**config.mk**
```make
export PLATFORM = sky130hd
export DESIGN_NAME = prog_mem_loader
export DESIGN_NICKNAME = d
export VERILOG_FILES = /design/src/rtl/simple_proc_pkg.sv /design/src/rtl/loader_csum.sv /design/src/rtl/prog_mem_loader.sv
export SDC_FILE = /design/constraint.sdc
export NUM_CORES = 1
export LEC_CHECK = 0
export BUFFER_PORTS_ARGS = -buffer_cell sky130_fd_sc_hd__buf_2
export CORE_MARGIN = 3
export CORE_UTILIZATION = 40
export DETAILED_ROUTE_END_ITERATION = 12
export PLACE_DENSITY = 0.65
export RECOVER_POWER = 50
export REMOVE_ABC_BUFFERS = 1
export SYNTH_ARGS = -nofsm -noshare
export SYNTH_HDL_FRONTEND = slang
export SYNTH_SLANG_ARGS = --single-unit
```
**constraint.sdc**
```tcl
create_clock -name clk_addr -period 2.7 [get_ports clk_addr]
set_clock_uncertainty 0.2 [all_clocks]
set_input_delay 0 -clock clk_addr [delete_from_list [all_inputs] [get_ports clk_addr]]
set_output_delay 0 -clock clk_addr [all_outputs]
set_load 0.01 [all_outputs]
```
**src/rtl/simple_proc_pkg.sv**
```systemverilog
// Shared constants and state type for the
// simple processor and its program loader.
package simple_proc_pkg;

  localparam int INST_ADDR_W = 5;
  localparam int INST_DATA_W = 16;
  localparam int INST_DEPTH  = 32;

  typedef enum logic [1:0] {
    LOAD = 2'd0,
    DONE = 2'd1,
    ERR  = 2'd2
  } ld_state_t;

endpackage

```
**src/rtl/loader_csum.sv**
```systemverilog
// XOR accumulator over the data words of an
// image, with synchronous clear and enable.
module loader_csum
  import simple_proc_pkg::*;
#(
  parameter int DATA_W = INST_DATA_W
) (
  input  logic              clk_addr,
  input  logic              i_clr,
  input  logic              i_en,
  input  logic [DATA_W-1:0] i_data,
  output logic [DATA_W-1:0] o_csum
);

  logic [DATA_W-1:0] r_csum;

  // clear wins over accumulate
  always_ff @(posedge clk_addr) begin
    if (i_clr)
      r_csum <= '0;
    else if (i_en)
      r_csum <= r_csum ^ i_data;
  end

  assign o_csum = r_csum;

endmodule

```
**src/rtl/prog_mem_loader.sv**
```systemverilog
// Streams a program image into instruction
// memory and gates the processor on checksum.
module prog_mem_loader
  import simple_proc_pkg::*;
#(
  parameter int ADDR_W = INST_ADDR_W,
  parameter int DATA_W = INST_DATA_W,
  parameter int DEPTH  = INST_DEPTH
) (
  input  logic              clk_addr,
  input  logic              reset,
  input  logic              in_valid,
  output logic              in_ready,
  input  logic [DATA_W-1:0] in_data,
  input  logic              in_last,
  input  logic              reload,
  output logic              mem_we,
  output logic [ADDR_W-1:0] mem_waddr,
  output logic [DATA_W-1:0] mem_wdata,
  output logic              proc_run,
  output logic              load_done,
  output logic              load_err,
  output logic [ADDR_W:0]   word_count
);

  localparam logic [ADDR_W:0] LP_FULL =
    (ADDR_W+1)'(DEPTH);

  ld_state_t         r_state;
  logic [ADDR_W-1:0] r_ptr;
  logic [ADDR_W:0]   r_cnt;
  logic              r_we;
  logic [ADDR_W-1:0] r_waddr;
  logic [DATA_W-1:0] r_wdata;
  logic              r_run;
  logic              r_done;
  logic              r_err;

  logic              w_beat;
  logic              w_full;
  logic              w_wr;
  logic              w_reload;
  logic [DATA_W-1:0] w_csum;

  // a beat in the reset cycle is never taken
  assign in_ready = (r_state == LOAD) & ~reset;
  assign w_beat   = in_valid & in_ready;
  assign w_full   = (r_cnt == LP_FULL);
  assign w_wr     = w_beat & ~in_last & ~w_full;
  assign w_reload = reload & (r_state != LOAD);

  loader_csum #(
    .DATA_W (DATA_W)
  ) u_csum (
    .clk_addr (clk_addr),
    .i_clr    (reset | w_reload),
    .i_en     (w_wr),
    .i_data   (in_data),
    .o_csum   (w_csum)
  );

  // load FSM with registered write port
  always_ff @(posedge clk_addr) begin
    if (reset) begin
      r_state <= LOAD;
      r_ptr   <= '0;
      r_cnt   <= '0;
      r_we    <= 1'b0;
      r_waddr <= '0;
      r_wdata <= '0;
      r_run   <= 1'b0;
      r_done  <= 1'b0;
      r_err   <= 1'b0;
    end else begin
      r_we <= 1'b0;
      unique case (r_state)
        LOAD: begin
          if (w_beat) begin
            if (in_last) begin
              if (in_data == w_csum) begin
                r_state <= DONE;
                r_run   <= 1'b1;
                r_done  <= 1'b1;
              end else begin
                r_state <= ERR;
                r_err   <= 1'b1;
              end
            end else if (w_full) begin
              r_state <= ERR;
              r_err   <= 1'b1;
            end else begin
              r_we    <= 1'b1;
              r_waddr <= r_ptr;
              r_wdata <= in_data;
              r_ptr   <= r_ptr + 1'b1;
              r_cnt   <= r_cnt + 1'b1;
            end
          end
        end
        DONE, ERR: begin
          if (reload) begin
            r_state <= LOAD;
            r_ptr   <= '0;
            r_cnt   <= '0;
            r_run   <= 1'b0;
            r_done  <= 1'b0;
            r_err   <= 1'b0;
          end
        end
        default: begin
          r_state <= LOAD;
        end
      endcase
    end
  end

  assign mem_we     = r_we;
  assign mem_waddr  = r_waddr;
  assign mem_wdata  = r_wdata;
  assign proc_run   = r_run;
  assign load_done  = r_done;
  assign load_err   = r_err;
  assign word_count = r_cnt;

endmodule

```
=== After elaboration in Yosys (flattened, before gate mapping) ===
Cells that the tools add are included.

* Register bits after elaboration: 53
* Input port bits: 21
* Output and inout bits: 32
* Word-level logic and storage cells: 72

* Add/sub/neg operators: 2
* Eq/ne operators: 12
* Multiplexer cells: 27
* Bitwise gates (word level): 12
* Reductions and logical operators: 10

{| class="wikitable"
|+ Operators by type and width
! operator !! count
|-
| 6-bit two-way mux || 4
|-
| 5-bit two-way mux || 4
|-
| 16-bit == test || 1
|-
| 16-bit bitwise XOR || 1
|-
| 5-bit AND reduction || 3
|-
| 6-bit one-hot mux with 2 select lines || 1
|-
| 2-bit two-way mux || 5
|-
| 2-bit != test, second input constant || 5
|-
| 5-bit one-hot mux with 2 select lines || 1
|-
| 1-bit two-way mux || 9
|-
| 6-bit by 1-bit adder with 6-bit output, second input constant || 1
|-
| 6-bit == test, second input constant || 1
|-
| 3-bit != test, second input constant || 2
|-
| 5-bit by 1-bit adder with 5-bit output, second input constant || 1
|-
| 1-bit AND || 5
|-
| 1-bit inverter || 5
|-
| 1-bit one-hot mux with 2 select lines || 2
|-
| 2-bit one-hot mux with 2 select lines || 1
|-
| 4-bit AND reduction || 1
|-
| 2-bit nonzero test || 2
|-
| 4-bit OR reduction || 1
|-
| 3-bit AND reduction || 1
|-
| 2-bit by 1-bit == test with 1-bit output, second input constant || 1
|-
| 2-bit == test, second input constant || 1
|-
| other kinds (4) || 4
|}

=== Longest topological paths before layout ===
Gate-level depths: netlist of the first run.

* Depth after elaboration: 5
* Gate-level depth with buffers: 11
* Mapped depth without buffers: 8

=== Hierarchy ===
From an unflattened synthesis of the first run, not the netlist that was laid out.

* Cells, all modules: 290
* Area total of the unflattened synthesis: 2477.4 um^2

{| class="wikitable"
|+ By module, submodules not included
! module !! times used !! cells each !! area an instance (um^2) !! sequential area each (um^2)
|-
| prog_mem_loader || 1 || 221 || 1750.4 || 740.7
|-
| loader_csum || 1 || 69 || 726.9 || 320.3
|}

=== Worst setup path after synthesis of the first run ===
OpenSTA, ideal clock, no wires.

* Kind: register to register
* Start point: register r_cnt[0], in the netlist word_count[0]
* End point: register r_cnt[4], in the netlist word_count[4]
* Library setup time: 116 ps
* Arrival: 1681 ps
* Data required time: 2384 ps
* Path slack: 703 ps
* Stages on the path, launching flop included: 10
* Buffers on the path: 1
* Period minus slack after synthesis: 1997 ps
* Path through: dfxtp_1 inv_1 ha_1 nor4b_2 a21o_1 buf_6 a21oi_4 nand4_1 xor2_1 nor2_1

* Cells in the longest elaborated chain, start to end: 5
* Elaborated cells between the ends (all ways): 8
* Classes of those cells: 1 x add/sub; 2 x eq/ne; 4 x mux; 1 x reduce/logical

{| class="wikitable"
|+ Ends and longest elaborated chain
! what !! line !! text
|-
| start: declaration || prog_mem_loader.sv:31 || <nowiki>logic [ADDR_W:0] r_cnt;</nowiki>
|-
| start signal: assignment || prog_mem_loader.sv:96 || <nowiki>r_cnt <= r_cnt + 1'b1;</nowiki>
|-
| 6-bit by 1-bit adder with 6-bit output || prog_mem_loader.sv:96 ||
|-
| 6-bit two-way mux || prog_mem_loader.sv:88 || <nowiki>end else if (w_full) begin</nowiki>
|-
| 6-bit two-way mux || prog_mem_loader.sv:79 || <nowiki>if (in_last) begin</nowiki>
|-
| 6-bit two-way mux || prog_mem_loader.sv:78 || <nowiki>if (w_beat) begin</nowiki>
|-
| 6-bit one-hot mux with 2 select lines || prog_mem_loader.sv:76 || <nowiki>unique case (r_state)</nowiki>
|}

Parallel ways exist; a longest one is shown, timed or not. The select of a mux whose other input is x is not followed.
A chain may end at the register's enable or synchronous reset.

=== Worst setup path in the final report of the first run ===
* Start point: register r_cnt[0], in the netlist word_count[0]
* End point: register u_csum.r_csum[10], in the netlist u_csum.o_csum[10]

* Cells in the longest elaborated chain, start to end: 3

{| class="wikitable"
|+ Ends and longest elaborated chain
! what !! line !! text
|-
| 6-bit == test || prog_mem_loader.sv:48 || <nowiki>assign w_full = (r_cnt == LP_FULL);</nowiki>
|-
| 1-bit inverter (no line) || - ||
|-
| 1-bit AND || prog_mem_loader.sv:49 || <nowiki>assign w_wr = w_beat & ~in_last & ~w_full;</nowiki>
|-
| end signal: assignment || loader_csum.sv:22 || <nowiki>r_csum <= r_csum ^ i_data;</nowiki>
|-
| end: declaration || loader_csum.sv:15 || <nowiki>logic [DATA_W-1:0] r_csum;</nowiki>
|}

No other way between the ends.

==> results of run 1 <==
[worst max-delay path: cells and delay by family (launching register included)]
family	cells	cell delay, ns
simple gates	3	0.73
compound gates	1	0.41
flops	1	0.36
buf+inv	2	0.35
xor+xnor	1	0.16
fa+ha+maj	1	0.15
[power by group]
part / internal [mW] / leakage (nW) / switching, mW
Sequential: 0.829 / 0.430 / 0.0405
Clock: 0.302 / 0.0585 / 0.245
Combinational: 0.148 / 0.597 / 0.211
[layout make-up]
class / count / area (sq um)
fill: 540 / 2680
multi-input combinational: 198 / 1140
sequential: 53 / 1060
timing repair buffer: 74 / 435
tap: 72 / 90.1
clock buffer: 7 / 86.3
clock inverter: 1 / 30.0
inverter: 6 / 22.5
[cell families after synthesis]
group	after synthesis	share of synthesized area, %
AO/OA/AOI/OAI	45	11.1
flip-flops	53	45.9
adder cells (fa/ha/maj)	5	2.71
AND/OR/NAND/NOR	110	21.3
multiplexers	1	0.433
XOR/XNOR	37	14.0
buffers and inverters	19	4.54
[per-layer routing]
metal / track usage (%) / up-vias / part of all wire [%]
li1: - / 1027 / -
met1: 20.8 / 913 / 48
met2: 25.9 / 61 / 45
met3: 2.74 / 11 / 5.0
met4: 5.48 / 0 / 2.1
met5: 0 / - / 0
[per-stage QoR]
stage | hold slack (ns) | worst slack (ns) | total power [mW] | instance area, sq um
floorplan | -0.143 | 0.420 | 1.12 | 2230
global placement | 0.113 | 0.450 | 1.23 | 2590
detailed placement | 0.113 | 0.412 | 1.24 | 2590
CTS | 0.0229 | 0.232 | 1.81 | 2910
global route | 0.0458 | 0.0632 | 1.87 | 2870
finish | 0.0320 | 0.216 | 1.78 | 2870
[flip-flops by register name, summed over array words and instances (netlist names)]
name	cells
load_err	1
mem_we	1
r_state	2
mem_waddr	5
u_csum.o_csum	16
mem_wdata	16
load_done	1
r_ptr	5
word_count	6
[cell usage after synthesis]
master      n  area share, %
inv_1       5           0.81
a21oi_1    30            6.5
or3_1       1           0.27
ha_1        5            2.7
nand3b_1    4            1.3
nor2_1     32            5.2
o22ai_1     1           0.27
nand4_1     6            1.6
a21o_1      2           0.65
nand3_1     4           0.87
nor3_1      5            1.1
clkbuf_1    5           0.81
buf_2       3           0.65
inv_2       1           0.16
a21oi_4     1           0.70
buf_6       3            1.5
nand4bb_1   1           0.49
or4_1       1           0.32
dfxtp_1    53             46
o21ai_0     1           0.22
buf_4       2           0.65
nor4_1      1           0.27
nand2_1    50            8.1
o21ai_1     5            1.1
a211oi_1    1           0.32
a31o_2      1           0.38
o211ai_1    2           0.65
xor2_1     23            8.7
nor4b_2     1           0.65
mux2i_1     1           0.43
nand2b_1    4            1.1
a211o_1     1           0.38
xnor2_1    14            5.3
[final timing paths]
kind / start / endpoint / slack [ns] / cells past startpoint
max: word_count[0]$_SDFFE_PP0P_ / u_csum.o_csum[10]$_SDFFE_PP0P_ / 0.22 / 8
max reg2reg: word_count[0]$_SDFFE_PP0P_ / u_csum.o_csum[10]$_SDFFE_PP0P_ / 0.22 / 8
min: reset / mem_wdata[3]$_SDFFE_PP0P_ / 0.03 / 3
min reg2reg: mem_waddr[1]$_SDFFE_PP0P_ / mem_waddr[1]$_SDFFE_PP0P_ / 0.26 / 2
==> flow_summary_export.csv, run 1 <==
group,metric,value,unit
status,status,"complete, no violations",
yosys,netlist_area,0.00231,sq mm
global_routing,grt_pass1_wl,8.30,mm
sta,max-slew-margin-rel,61.9,%
critical_path,path_class,"flop to flop",
global_routing,track_usage,15.8,%
finish,area_growth,23.9,%
routing,post_drt_wl_per_cell,12.4,um
sta,fin_crit_sh,92.0,%
sta,tns,0,ns
sta,setup_viol,0,
clock_network,cts.clk_slew.worst_paths,0.09,ns
critical_path,worstPathArrival,2.45,ns
clock_network,cts_made_buffers,5,
clock_network,cts_setup_buffers,0,
clock_network,clock_path_buffers,2,
yosys,synthCells,270,
routing,antenna_left,0,
finish,fin_nets,364,
routing,detail_route.vias_per_cell,4.90,
flow_run,cap_violations,0,
yosys,yosys_register_bits,53,
yosys,avgSynthCellArea,8.56,sq um
critical_path,crit_chain,"inv_1, ha_1, nor4b_1, a21o_1, inv_2, nand2_1, xor2_1, nor2_1",
die,die-area,0.00673,sq mm
global_routing,grt_antenna_before_repair,0,
global_routing,globalRouteOverflowTotal,0,
critical_path,required,2.67,ns
finish,post-route-util,51.7,%
routing,drt_iter0_drc,69,
place,numPortBuffers,52,
die,die_w,82.0,um
worst_hold_path,hold_path.class,"input port to flop",
yosys,synth_warnings,0,
clock_network,cts_hold_buf,20,
critical_path,end_kind,"flop",
place,dpl.cell_count,383,
place,hpwlAfterDp,3.52,mm
finish,final_common_cell,"dfxtp_1",
die,start_util,41.7,%
critical_path,critPathMaxStageDelay,0.48,ns
sta,tightest_slew,0.564,ns
power_and_ir_drop,peakVddDrop,0.000257,V
finish,drive_gt1_share,9.44,%
sta,drv_slew,0,
clock_network,root_buffer,"clkbuf_8",
global_routing,grt_pass1_vias,1836,
routing,vias,2012,
power_and_ir_drop,p_leak,1.09,nW
clock_network,cts_resized,0,
clock_network,clkLatencyLatePin,0.30,ns
routing,drc,0,
critical_path,slowest_stage,"nor4b_1",
critical_path,start_kind,"flop",
die,core_area,0.00554,sq mm
yosys,ys_seq_area_share,45.9,%
critical_path,crit_path_max_fanout,26,
die,die_h,82.0,um
finish,fin_cells,411,
sta,fin_crit,2.48,ns
global_routing,grt_max_degree,35,
finish,layout_common_cells,"dfxtp_1, nand2_1, clkbuf_1",
place,place.gp.congestion,0.865,
clock_network,clock_sinks,53,
die,rows,27,
sta,finalHoldViolCount,0,
clock_network,cts_tree,"yes",
power_and_ir_drop,power_density,620,mW/mm^2
clock_network,htree_levels,2,
routing,dr.pass1.iters,4,
sta,max_freq,0.403,GHz
routing,wirelength,5.08,mm
sta,rsz0062_at_grt,"no",
die,pin_count,53,
finish,n_antenna_cell,0,
yosys,synth.distinct_cells,33,
Note: power is estimated with default switching activity, not from simulation.
==> run 2, diff against run 1 <==
--- a/config.mk
+++ b/config.mk
@@ -7,9 +7,9 @@
 export LEC_CHECK = 0
 export BUFFER_PORTS_ARGS = -buffer_cell sky130_fd_sc_hd__buf_2
 export CORE_MARGIN = 3
-export CORE_UTILIZATION = 40
+export CORE_UTILIZATION = 53
 export DETAILED_ROUTE_END_ITERATION = 12
-export PLACE_DENSITY = 0.65
+export PLACE_DENSITY = 0.82
 export RECOVER_POWER = 50
 export REMOVE_ABC_BUFFERS = 1
 export SYNTH_ARGS = -nofsm -noshare
==> flow_summary_export.csv, run 2 (synthesis gave the netlist of run 1 again) <==
group,metric,value,unit
sta,setup_viol,0,
sta,finalHoldViolCount,0,
routing,drc,0,
place,numPortBuffers,52,
global_routing,grt_antenna_before_repair,0,
power_and_ir_drop,power.total,1.67,mW
clock_network,cts.clk_slew.worst_paths,0.09,ns
worst_hold_path,whs_path_depth,3,
critical_path,path_class,"flop to flop",
finish,fin_nets,364,
die,start_util,56.2,%
clock_network,cts_made_buffers,5,
finish,drive_gt1_share,9.17,%
routing,detail_route.vias_per_cell,5.27,
finish,n_antenna_cell,0,
critical_path,crit_chain,"inv_1, ha_1, nand2b_1, o21ai_0, a211oi_1, o22ai_1, dlygate4sd3_1",
worst_hold_path,hold_start,"reset",
die,pin_count,53,
sta,whs,0.00792,ns
critical_path,r2r_end,"load_done$_SDFFE_PP0P_",
sta,fin_crit_sh,95.9,%
critical_path,crit_path_max_fanout,13,
global_routing,grt_pass1_vias,1965,
finish,area_growth,21.3,%
die,core_area,0.00412,sq mm
global_routing,globalRouteOverflowTotal,0,
sta,rsz0062_at_grt,"no",
clock_network,clock_sinks,53,
clock_network,cts_tree,"yes",
global_routing,track_usage,21.7,%
clock_network,htree_levels,2,
place,hpwlAfterDp,3.44,mm
place,place.gp.congestion,0.850,
worst_hold_path,hold_path.class,"input port to flop",
clock_network,clock_path_buffers,2,
sta,drv_slew,0,
critical_path,worstPathArrival,2.58,ns
critical_path,critPathMaxStageDelay,0.57,ns
sta,tightest_slew,0.569,ns
routing,antenna_left,0,
sta,max-slew-margin-rel,61.7,%
critical_path,r2r_start,"r_state[0]$_SDFFE_PP0P_",
clock_network,clkLatencyLatePin,0.31,ns
critical_path,end_kind,"flop",
clock_network,cts_resized,0,
critical_path,reg2regPathDepth,7,
finish,finalInstanceArea,0.00281,sq mm
sta,fin_crit,2.59,ns
sta,timing.final.ws_setup,0.112,ns
global_routing,grt_pass1_wl,8.91,mm
critical_path,required,2.70,ns
flow_run,cap_violations,0,
routing,vias,2046,
routing,wirelength,5.18,mm
sta,tns,0,ns
power_and_ir_drop,power_density,595,mW/mm^2
clock_network,root_buffer,"clkbuf_8",
status,status,"complete, no violations",
place,post-place-ws,0.427,ns
critical_path,start_kind,"flop",
critical_path,slowest_stage,"dlygate4sd3_1",
global_routing,grt_max_degree,35,
place,place_area,0.00257,sq mm
power_and_ir_drop,peakVddDrop,0.000370,V
finish,layout_common_cells,"dfxtp_1, nand2_1, clkbuf_1",
routing,dr.pass1.iters,5,
die,die_w,72.1,um
die,rows,23,
worst_hold_path,worstHoldEndpoint,"mem_wdata[15]$_SDFFE_PP0P_",
sta,max_freq,0.386,GHz
power_and_ir_drop,p_leak,1.07,nW
routing,post_drt_wl_per_cell,13.4,um
routing,drt_iter0_drc,125,
die,die-area,0.00519,sq mm
die,die_h,72.1,um
critical_path,r2r_slack,0.11,ns
finish,final_common_cell,"dfxtp_1",
==> run 2: cell types whose count changed in the layout (fill, tap and decap cells not counted) <==
cell	before	now
o21ai_1	4	3
buf_4	2	1
clkbuf_2	0	1
bufinv_16	1	0
o21ai_0	2	3
==> run 2: layout make-up <==
class | count | area, sq um
Clock buffer | 7 | 86.3
Fill cell | 371 | 1310
Inverter | 6 | 22.5
Multi-Input combinational cell | 198 | 1140
Sequential cell | 53 | 1060
Tap cell | 50 | 62.6
Timing Repair Buffer | 74 | 433
==> run 2: routing by layer <==
metal	vias up	routed length (um)	track usage (%)
li1	1027	-	-
met1	951	2370	27.4
met2	60	2500	35.6
met3	8	245	5.12
met4	0	70	9.19
met5	-	0	0
==> run 2: worst max-delay path by stage <==
| stage | slack [ns] | depth (start not counted) | startpoint | end |
|---|---|---|---|---|
| after floorplan | 0.42 | 8 | word_count[0]$_SDFFE_PP0P_ | u_csum.o_csum[0]$_SDFFE_PP0P_ |
| after global placement | 0.50 | 7 | r_state[0]$_SDFFE_PP0P_ | word_count[3]$_SDFFE_PP0P_ |
| after detailed placement | 0.43 | 8 | r_state[0]$_SDFFE_PP0P_ | u_csum.o_csum[13]$_SDFFE_PP0P_ |
| after CTS | 0.24 | 9 | in_data[11] | load_done$_SDFFE_PP0P_ |
| after global routing | 0.03 | 7 | r_state[0]$_SDFFE_PP0P_ | load_done$_SDFFE_PP0P_ |
| final | 0.11 | 7 | r_state[0]$_SDFFE_PP0P_ | load_done$_SDFFE_PP0P_ |
==> run 2: critical path: cells and delay by family (launching register included) <==
family                   cells  cell delay [ns]
adder cells (fa/ha/maj)      1             0.46
AND/OR/NAND/NOR              1             0.20
flip-flops                   1             0.39
AO/OA/AOI/OAI                3             0.59
buffers and inverters        2             0.63
==> run 2: power by group <==
group          internal [mW]  leakage [nW]  total (mW)  switching [mW]
clock                  0.204        0.0443       0.441           0.238
sequential             0.829         0.430       0.870          0.0408
combinational          0.145         0.597       0.357           0.212
total                   1.18          1.07        1.67           0.491
==> run 2: timing repair <==
item                                   CTS  global route
buffers inserted                         0             0
hold buffers                            20             0
endpoints found under the hold margin   44             0
==> run 2: per-stage QoR <==
step | std cells | util (%)
after global routing | 388 | 68.2
final | 388 | 68.2
after detailed placement | 361 | 62.4
after floorplan | 257 | -
after CTS | 388 | 69.4
after global placement | 361 | 62.4
==> run 3, diff against run 2 <==
--- a/config.mk
+++ b/config.mk
@@ -5,9 +5,10 @@
 export SDC_FILE = /design/constraint.sdc
 export NUM_CORES = 1
 export LEC_CHECK = 0
+export ABC_AREA = 1
 export BUFFER_PORTS_ARGS = -buffer_cell sky130_fd_sc_hd__buf_2
 export CORE_MARGIN = 3
-export CORE_UTILIZATION = 53
+export CORE_UTILIZATION = 54
 export DETAILED_ROUTE_END_ITERATION = 12
 export PLACE_DENSITY = 0.82
 export RECOVER_POWER = 50
==> flow_summary_export.csv, run 3 <==
group,metric,value,unit
status,status,"complete, no violations",
place,place.gp.congestion,0.795,
finish,layout_common_cells,"nor2_1, nand2_1, dfxtp_1",
die,core_area,0.00420,sq mm
global_routing,globalRouteOverflowTotal,0,
place,numPortBuffers,52,
sta,setup_viol,0,
critical_path,crit_start,"r_state[0]$_SDFFE_PP0P_",
yosys,avgSynthCellArea,7.01,sq um
clock_network,clock_path_buffers,2,
sta,tightest_slew,0.695,ns
sta,max-slew-margin-rel,53.7,%
yosys,ys_seq_area_share,43.3,%
clock_network,root_buffer,"clkbuf_8",
yosys,synth.distinct_cells,30,
yosys,yosys.area.top_type,"dfxtp_1",
sta,fin_crit,2.22,ns
critical_path,r2r_slack,0.48,ns
die,die-area,0.00539,sq mm
critical_path,critPathBufInv,3,
critical_path,required,2.71,ns
yosys,yosys-top-cells-count,"nor2_1, nand2_1, dfxtp_1",
yosys,synth_top_area_share,43.3,%
finish,final_common_cell,"nor2_1",
critical_path,path_common_cell,"inv_1",
global_routing,track_usage,21.8,%
sta,max_freq,0.450,GHz
power_and_ir_drop,power_density,715,mW/mm^2
clock_network,htree_levels,2,
die,start_util,58.4,%
global_routing,grt_pass1_wl,9.25,mm
global_routing,grt_max_degree,37,
critical_path,critPathTopFamily,"compound AO/OA/AOI/OAI gates",
sta,timing.final.ws_setup,0.477,ns
clock_network,cts.clk_slew.worst_paths,0.09,ns
global_routing,grt_pass1_vias,2171,
yosys,synth-edff-count,0,
yosys,netlist_area,0.00245,sq mm
critical_path,crit_chain,"inv_1, ha_1, inv_1, nor2_2, o22ai_4, nand2_4, o21ai_4, inv_1, nand2_1, nor2_1",
critical_path,critPathMaxStageDelay,0.37,ns
yosys,yosys_register_bits,53,
yosys,synthCells,350,
global_routing,grt_antenna_before_repair,0,
die,die_w,73.4,um
critical_path,endpoint,"r_ptr[4]$_SDFFE_PP0P_",
routing,wirelength,5.41,mm
die,pin_count,53,
sta,finalHoldViolCount,0,
critical_path,worstPathArrival,2.23,ns
place,place_area,0.00272,sq mm
finish,drive_gt1_share,10.6,%
critical_path,end_kind,"flop",
sta,tns,0,ns
finish,fin_nets,442,
sta,rsz0062_at_grt,"no",
die,rows,23,
power_and_ir_drop,p_leak,1.33,nW
critical_path,r2r_end,"r_ptr[4]$_SDFFE_PP0P_",
sta,drv_slew,0,
flow_run,cap_violations,0,
clock_network,cts_made_buffers,5,
die,die_h,73.4,um
critical_path,path_depth,10,
routing,antenna_left,0,
critical_path,r2r_start,"r_state[0]$_SDFFE_PP0P_",
place,hpwlAfterDp,3.59,mm
yosys,async_reset_ff_share,0,%
clock_network,clkLatencyLatePin,0.31,ns
critical_path,reg2regPathDepth,10,
clock_network,cts_resized,0,
routing,detail_route.vias_per_cell,4.90,
place,post-place-ws,0.582,ns
sta,fin_crit_sh,82.3,%
clock_network,clock_sinks,53,
critical_path,crit_path_max_fanout,13,
routing,dr.pass1.iters,5,
critical_path,start_kind,"flop",
worst_hold_path,hold_path.class,"input port to flop",
critical_path,slowest_stage,"dfxtp_1",
power_and_ir_drop,peakVddDrop,0.000503,V
finish,n_antenna_cell,0,
yosys,synth.area.top_cells,"dfxtp_1, nor2_1, nand2_1",
clock_network,cts_tree,"yes",
clock_network,cts_setup_buffers,0,
routing,drt_iter0_drc,161,
routing,post_drt_wl_per_cell,11.6,um
critical_path,path_class,"flop to flop",
yosys,synth_warnings,0,
routing,vias,2283,
routing,drc,0,
finish,finalInstanceArea,0.00294,sq mm
finish,area_growth,19.8,%
yosys,yosys_most_used_dff,"dfxtp_1",
yosys,synth_most_common_cell,"nor2_1",
## run 3: cell types whose count changed after synthesis, moves of 8 or more
cell | previous run | this run
nor2_1 | 32 | 75
inv_1 | 5 | 39
nand2_1 | 50 | 74
o21ai_0 | 1 | 24
xor2_1 | 23 | 3
xnor2_1 | 14 | 1
a21oi_1 | 30 | 22
## run 3: power breakdown
| part | internal, mW | switching [mW] |
|---|---|---|
| Clock | 0.204 | 0.253 |
| Sequential | 0.884 | 0.0660 |
| Combinational | 0.236 | 0.458 |
| Total | 1.32 | 0.777 |
## run 3: tightest hold or removal path: cells and delay by family
family | cells | cell delay [ns]
AO/OA/AOI/OAI | 2 | 0.23
AND/OR/NAND/NOR | 2 | 0.14
buffers and inverters | 1 | 0.12
## run 3: metal layers
metal	vias to the layer above	track usage (%)	wire (um)
met5	-	0	0
met4	0	5.43	48
met3	5	4.92	250
met2	50	39.4	2720
met1	1008	26.0	2390
li1	1220	-	-
## run 3: worst min-delay path by stage
stage                start                          to  slack [ns]  cells past startpoint
finish              reload      load_done$_SDFFE_PP0P_        0.01                      5
global route        reload      load_done$_SDFFE_PP0P_        0.08                      5
CTS                 reload      load_done$_SDFFE_PP0P_        0.01                      5
detailed placement   reset  word_count[4]$_SDFFE_PP0P_        0.01                      2
global placement     reset  word_count[4]$_SDFFE_PP0P_        0.01                      2
floorplan            reset                    in_ready       -0.15                      1
## run 3: cells by family (layout without fill, tap and decap cells)
family,after synthesis,after routing,share of synthesized area (%)
and+or+nand+nor,171,171,28.4
AOI/OAI and AO/OA,59,59,14.4
DFF,53,53,43.3
adders and majority gates,5,5,2.55
xor gates and xnor gates,4,4,1.43
buffers and inverters,58,124,10.0
## run 3: final cells by class
cell class	count	area (sq um)
sequential	53	1060
tap	50	62.6
fill	376	1260
multi-input combinational	239	1150
clock buffer	7	86.3
timing repair buffer	72	412
inverter	45	170
## run 3: metrics by stage
stage | power (mW) | util, % | instances | hold slack [ns]
after global placement | 1.63 | 64.6 | 441 | 0.0110
after global routing | 2.26 | 69.9 | 466 | 0.0754
after CTS | 2.13 | 71.0 | 466 | 0.00968
final | 2.10 | 69.9 | 466 | 0.0124
after floorplan | 1.46 | - | 337 | -0.152
after detailed placement | 1.65 | 64.6 | 441 | 0.0112
## run 3: timing repair
| action | CTS | global route |
|---|---|---|
| setup endpoints to repair | 0 | 0 |
| endpoints found under the hold margin | 36 | 0 |
| hold buffers | 18 | 0 |
